==> config.mk <==
export PLATFORM = sky130hd
export DESIGN_NAME = core_scheduler
export DESIGN_NICKNAME = d
export VERILOG_FILES = /design/src/rtl/core_scheduler.sv
export SDC_FILE = /design/constraint.sdc
export NUM_CORES = 1
export LEC_CHECK = 0
export CAP_MARGIN = 20
export CORE_ASPECT_RATIO = 0.5
export CORE_MARGIN = 5
export CORE_UTILIZATION = 25
export CTS_BUF_LIST = sky130_fd_sc_hd__clkbuf_2
export DETAILED_ROUTE_END_ITERATION = 7
export PLACE_DENSITY = 0.49
export SLEW_MARGIN = 20
export SYNTH_ARGS = -nofsm -noshare
export SYNTH_HDL_FRONTEND = slang
export SYNTH_SLANG_ARGS = --single-unit
==> constraint.sdc <==
create_clock -name clk -period 2.5 [get_ports clk]
set_clock_uncertainty 0.15 [all_clocks]
set_input_delay 0.375 -clock clk [delete_from_list [all_inputs] [get_ports clk]]
set_output_delay 0.375 -clock clk [all_outputs]
set_load 0.005 [all_outputs]
==> src/rtl/core_scheduler.sv <==
// Per-core instruction scheduler: walks each instruction through FETCH..UPDATE for a
// masked block of thread lanes, with LSU-wait watchdog, PC divergence flag and retire count.
module core_scheduler #(
  parameter int THREADS        = 4,
  parameter int PC_WIDTH       = 8,
  parameter int TIMEOUT_CYCLES = 255,
  parameter int CNT_WIDTH      = 16
) (
  input  logic                         clk,
  input  logic                         reset,
  input  logic                         start,
  input  logic [THREADS-1:0]           thread_mask,
  input  logic                         decoded_ret,
  input  logic [2:0]                   fetcher_state,
  input  logic [2*THREADS-1:0]         lsu_state,
  input  logic [PC_WIDTH*THREADS-1:0]  next_pc,
  output logic [PC_WIDTH-1:0]          current_pc,
  output logic [2:0]                   core_state,
  output logic [THREADS-1:0]           active_mask,
  output logic                         done,
  output logic                         diverged,
  output logic                         timeout,
  output logic [CNT_WIDTH-1:0]         retired
);

  localparam int WD_W = $clog2(TIMEOUT_CYCLES + 1);
  localparam logic [WD_W-1:0] WD_MAX = WD_W'(TIMEOUT_CYCLES);
  localparam logic [2:0] FETCHED = 3'b010;

  typedef enum logic [2:0] {
    S_IDLE    = 3'b000,
    S_FETCH   = 3'b001,
    S_DECODE  = 3'b010,
    S_REQUEST = 3'b011,
    S_WAIT    = 3'b100,
    S_EXECUTE = 3'b101,
    S_UPDATE  = 3'b110,
    S_DONE    = 3'b111
  } state_e;

  state_e                state_q, state_d;
  logic [PC_WIDTH-1:0]   pc_q, pc_d;
  logic [THREADS-1:0]    mask_q, mask_d;
  logic                  done_q, done_d;
  logic                  div_q, div_d;
  logic                  to_q, to_d;
  logic [CNT_WIDTH-1:0]  ret_q, ret_d;
  logic [WD_W-1:0]       wd_q, wd_d;

  logic                  busy;
  logic [PC_WIDTH-1:0]   lead_pc;
  logic                  pc_mismatch;

  // Only active lanes in REQUESTING/WAITING hold the core in WAIT.
  always_comb begin
    busy = 1'b0;
    for (int i = 0; i < THREADS; i++) begin
      if (mask_q[i] && (lsu_state[2*i +: 2] == 2'b01 || lsu_state[2*i +: 2] == 2'b10))
        busy = 1'b1;
    end
  end

  // Scanning downward leaves the lowest-index active lane's PC as the leader.
  always_comb begin
    lead_pc     = '0;
    pc_mismatch = 1'b0;
    for (int i = THREADS - 1; i >= 0; i--) begin
      if (mask_q[i]) lead_pc = next_pc[PC_WIDTH*i +: PC_WIDTH];
    end
    for (int i = 0; i < THREADS; i++) begin
      if (mask_q[i] && (next_pc[PC_WIDTH*i +: PC_WIDTH] != lead_pc)) pc_mismatch = 1'b1;
    end
  end

  always_comb begin
    state_d = state_q;
    pc_d    = pc_q;
    mask_d  = mask_q;
    done_d  = done_q;
    div_d   = div_q;
    to_d    = to_q;
    ret_d   = ret_q;
    wd_d    = wd_q;
    unique case (state_q)
      S_IDLE: begin
        if (start) begin
          mask_d = thread_mask;
          if (thread_mask != '0) begin
            state_d = S_FETCH;
          end else begin
            done_d  = 1'b1;
            state_d = S_DONE;
          end
        end
      end
      S_FETCH:   if (fetcher_state == FETCHED) state_d = S_DECODE;
      S_DECODE:  state_d = S_REQUEST;
      S_REQUEST: begin
        wd_d    = '0;
        state_d = S_WAIT;
      end
      S_WAIT: begin
        if (!busy) begin
          state_d = S_EXECUTE;
        end else begin
          wd_d = wd_q + WD_W'(1);
          if (wd_q + WD_W'(1) == WD_MAX) begin
            to_d    = 1'b1;
            done_d  = 1'b1;
            state_d = S_DONE;
          end
        end
      end
      S_EXECUTE: state_d = S_UPDATE;
      S_UPDATE: begin
        ret_d = ret_q + CNT_WIDTH'(1);
        if (decoded_ret) begin
          done_d  = 1'b1;
          state_d = S_DONE;
        end else begin
          pc_d    = lead_pc;
          if (pc_mismatch) div_d = 1'b1;
          state_d = S_FETCH;
        end
      end
      S_DONE:    state_d = S_DONE;
      default:   state_d = S_IDLE;
    endcase
  end

  always_ff @(posedge clk) begin
    if (reset) begin
      state_q <= S_IDLE;
      pc_q    <= '0;
      mask_q  <= '0;
      done_q  <= 1'b0;
      div_q   <= 1'b0;
      to_q    <= 1'b0;
      ret_q   <= '0;
      wd_q    <= '0;
    end else begin
      state_q <= state_d;
      pc_q    <= pc_d;
      mask_q  <= mask_d;
      done_q  <= done_d;
      div_q   <= div_d;
      to_q    <= to_d;
      ret_q   <= ret_d;
      wd_q    <= wd_d;
    end
  end

  assign current_pc  = pc_q;
  assign core_state  = state_q;
  assign active_mask = mask_q;
  assign done        = done_q;
  assign diverged    = div_q;
  assign timeout     = to_q;
  assign retired     = ret_q;

endmodule
==> results of run 1 <==
## worst register-to-register path: stages, from the launching register on
cell and delay (ns):
sky130_fd_sc_hd__dfxtp_1 0.42, sky130_fd_sc_hd__ha_1 0.25, sky130_fd_sc_hd__nand3_1 0.15, sky130_fd_sc_hd__or3_4 0.42
sky130_fd_sc_hd__a2111o_1 0.45, sky130_fd_sc_hd__a21oi_2 0.21, sky130_fd_sc_hd__a31oi_1 0.10, sky130_fd_sc_hd__o21a_1 0.12
## final cells by class
| type | count | area share |
|---|---|---|
| clock buffer | 6 | 0.00799 |
| multi-input combinational | 253 | 0.456 |
| timing repair buffer | 97 | 0.250 |
| tap | 140 | 0.0466 |
| inverter | 6 | 0.00599 |
| sequential | 42 | 0.224 |
| clock inverter | 2 | 0.00998 |
## cell usage after synthesis (2+ instances only)
| cell type | instances |
|---|---|
| sky130_fd_sc_hd__a21oi_1 | 22 |
| sky130_fd_sc_hd__nor2_1 | 34 |
| sky130_fd_sc_hd__a221oi_4 | 7 |
| sky130_fd_sc_hd__o21ai_0 | 34 |
| sky130_fd_sc_hd__nand2b_1 | 2 |
| sky130_fd_sc_hd__xnor2_1 | 5 |
| sky130_fd_sc_hd__buf_6 | 2 |
| sky130_fd_sc_hd__nand2_1 | 11 |
| sky130_fd_sc_hd__clkbuf_1 | 6 |
| sky130_fd_sc_hd__inv_1 | 6 |
| sky130_fd_sc_hd__o41ai_1 | 3 |
| sky130_fd_sc_hd__mux2i_1 | 5 |
| sky130_fd_sc_hd__o21a_1 | 2 |
| sky130_fd_sc_hd__buf_2 | 4 |
| sky130_fd_sc_hd__nand3_1 | 8 |
| sky130_fd_sc_hd__xor2_1 | 13 |
| sky130_fd_sc_hd__a2111oi_1 | 2 |
| sky130_fd_sc_hd__nor2b_1 | 2 |
| sky130_fd_sc_hd__and3_1 | 4 |
| sky130_fd_sc_hd__a31oi_1 | 2 |
| sky130_fd_sc_hd__nand3b_1 | 4 |
| sky130_fd_sc_hd__dfxtp_1 | 42 |
| sky130_fd_sc_hd__a22oi_1 | 2 |
| sky130_fd_sc_hd__or3_1 | 31 |
| sky130_fd_sc_hd__ha_1 | 3 |
| sky130_fd_sc_hd__nand4_1 | 15 |
| sky130_fd_sc_hd__nor3_1 | 10 |
| sky130_fd_sc_hd__o22ai_1 | 8 |
## where the power goes
group          internal (µW)  switching (µW)
sequential               684            16.3
clock                    173             230
combinational            245             254
## what timing repair did
| action | CTS | global route |
|---|---|---|
| buffers inserted | 0 | 0 |
| gates resized for setup | 0 | 3 |
| setup endpoints to repair | 0 | 3 |
## logic make-up (layout without fill, tap and decap cells)
group           count (synthesis)  count (layout)  share of synthesized area
compound gates                 93              93                      0.270
xor+xnor                       18              18                     0.0595
fa+ha+maj                       3               3                     0.0142
buf+inv                        20             111                     0.0378
flops                          42              42                      0.317
mux                             5               5                     0.0189
simple gates                  134             134                      0.282
## worst paths after layout
check                             start             to  cells past startpoint
worst min-delay path            wd_q[1]        wd_q[1]                      2
worst max register to register  wd_q[0]  core_state[0]                      7
worst max-delay path            wd_q[0]  core_state[0]                      7
worst min register to register  wd_q[1]        wd_q[1]                      2
## flip-flops by register name, indices dropped and copies added (netlist names)
| register | flops |
|---|---|
| current_pc | 8 |
| core_state | 3 |
| retired | 16 |
| done | 1 |
| timeout | 1 |
| diverged | 1 |
| active_mask | 4 |
| wd_q | 8 |
## stage by stage
| step | area, µm² | cells | setup TNS, ns | setup slack [ns] | power, µW |
|---|---|---|---|---|---|
| after floorplan | 2650 | 315 | 0 | 0.403 | 1010 |
| after global placement | 3690 | 538 | 0 | 0.175 | 1210 |
| after detailed placement | 3690 | 538 | 0 | 0.0894 | 1210 |
| after CTS | 3750 | 546 | 0 | 0.0906 | 1620 |
| after global routing | 3760 | 546 | -0.00721 | -0.00721 | 1700 |
| final | 3760 | 546 | 0 | 0.145 | 1600 |
## per-layer routing
metal | routed length, µm | share of wire | up-vias | GRT usage
met5 | 0 | 0 | - | 0
met3 | 301 | 0.037 | 6 | 0.0301
met1 | 3840 | 0.47 | 1227 | 0.155
met4 | 57 | 0.0070 | 0 | 0.0214
li1 | - | - | 1368 | -
met2 | 3910 | 0.48 | 38 | 0.205
==> run summary, run 1 <==
Synthesized Nets: 369
Fmax: 425 MHz
Total of fill cells in the finished design: 1082
# diodes: 0
Number of buffer cells added on primary ports: 84
Top cell type by total area after synthesis: sky130_fd_sc_hd__dfxtp_1
Depth of the CTS H-tree: 2
Core Box Area: 0.0103 mm²
Via count normalized by instance count: 4.83
Number of global-route vias before repair: 2527
Sequential cell area: 842 µm²
Worst hold slack: 0.348 ns
Hold buffers post-CTS: 0
Proportion of layout cells with a drive suffix above 1: 0.0985
Share of flip-flops with an asynchronous set or reset after synthesis: 0
Number of enable flip-flop cells after synthesis: 0
Combined area of the multi-input logic cells: 0.00171 mm²
Status: finished clean
Sequential-to-total area share from yosys stat: 0.317
Critical Path, Cell by Cell: ha_1, nand3_1, or3_4, a2111o_1, a21oi_2, a31oi_1, o21a_1
Number of DRC markers in iteration 0: 88
Count of vias placed by the detailed router: 2639
Total of endpoints with negative setup slack in the final report: 0
Delay contributed by the slowest stage of the critical path: 0.45 ns
CTS sink cnt: 42
Count of maximum capacitance violations: 0
Chip Width: 156 µm
Worst Path Buf+Inv: 0
Required time of the worst setup path: 2.69 ns
CTS Buffer Depth: 2
Initial core utilization: 0.258
Leakage power of the design: 0.00125 µW
Row cnt: 26
Area contributors post-synth: sky130_fd_sc_hd__dfxtp_1 (32%), sky130_fd_sc_hd__or3_1 (7.3%), sky130_fd_sc_hd__a221oi_4 (6.9%), sky130_fd_sc_hd__o21ai_0 (6.4%), sky130_fd_sc_hd__nor2_1 (4.8%)
Remaining routing DRC violations: 0
Pin count of the biggest net entering global routing: 18
First-pass GRT wire length: 12.8 mm
#FFs+latches synth: 42
Most common cell after layout, fill and taps aside: sky130_fd_sc_hd__clkdlybuf4s50_1
Warnings, synthesis: 0
CP delay by family, top: compound AO/OA/AOI/OAI gates
Crit end category: register
Final Hold Viols: 0
Crit start category: register
Post-synthesis instance area: 0.00265 mm²
Total wire length after detailed routing: 8.12 mm
Clock tree from TritonCTS: built
Area of the die: 0.0129 mm²
Fraction of synthesized cell area taken by the top area cell type: 0.317
Predominant post-synthesis flop cell: sky130_fd_sc_hd__dfxtp_1
Largest voltage drop on the vdd net: 0.000205 V
Number of instances in the synthesized netlist: 315
Number of buffers added by the clock tree synthesis step: 5
Worst-Margin Slew: 0.621 ns
Setup repair after global routing missed its margin: true
Total power divided by cell area: 426 mW/mm²
Clock Latency Late Sink: 0.42 ns
Total Nets Final: 459
Global placement routability congestion: 0.858
Post-route minimum period: 2.36 ns
Clock-pin slew of the registers on the worst-case setup and hold paths: 0.23 ns
Avg Inst Size Synth: 8.41 µm²
Post-Route Utilization: 0.366
Number of top-level pins: 85
Y dimension of the die: 82.8 µm
Critical path arrival: 2.54 ns
Number of different library cells in the post-synthesis netlist: 54
First-pass detailed-route iteration total: 4
Leading cell types in the layout, fill and taps excluded: sky130_fd_sc_hd__clkdlybuf4s50_1 (84), sky130_fd_sc_hd__dfxtp_1 (41), sky130_fd_sc_hd__nor2_1 (34), sky130_fd_sc_hd__o21ai_0 (34), sky130_fd_sc_hd__or3_1 (31)
Class of the most critical setup path: register to register
Highest-delay cell along the critical path: sky130_fd_sc_hd__a2111o_1
DP Wirelength: 6.29 mm
Root Driver: sky130_fd_sc_hd__clkbuf_2
Largest fanout on the critical path: 4
Wire length per cell after detailed routing: 14.9 µm
Number of antenna-violating nets in the routed design: 0
Total GRT Usage: 0.120
Antenna violations before repair: 0
Hold crit path type: register to register
Slew Limit Fails: 0
GR Overflow Total: 0
Relative slew slack: 0.585
Layout Area Growth over Synthesis: 41.9%
Minimum setup slack among reg-to-reg paths: 0.14 ns
Post-route fraction of the period consumed by the critical path: 0.942
No activity file was read; power rests on OpenSTA's default activity.
==> run 2: changes to the inputs <==
- CTS_CLUSTER_DIAMETER: not set -> 30
==> results of run 2 <==
Same layout as run 1: the final DEF is identical, and so are final timing and power.
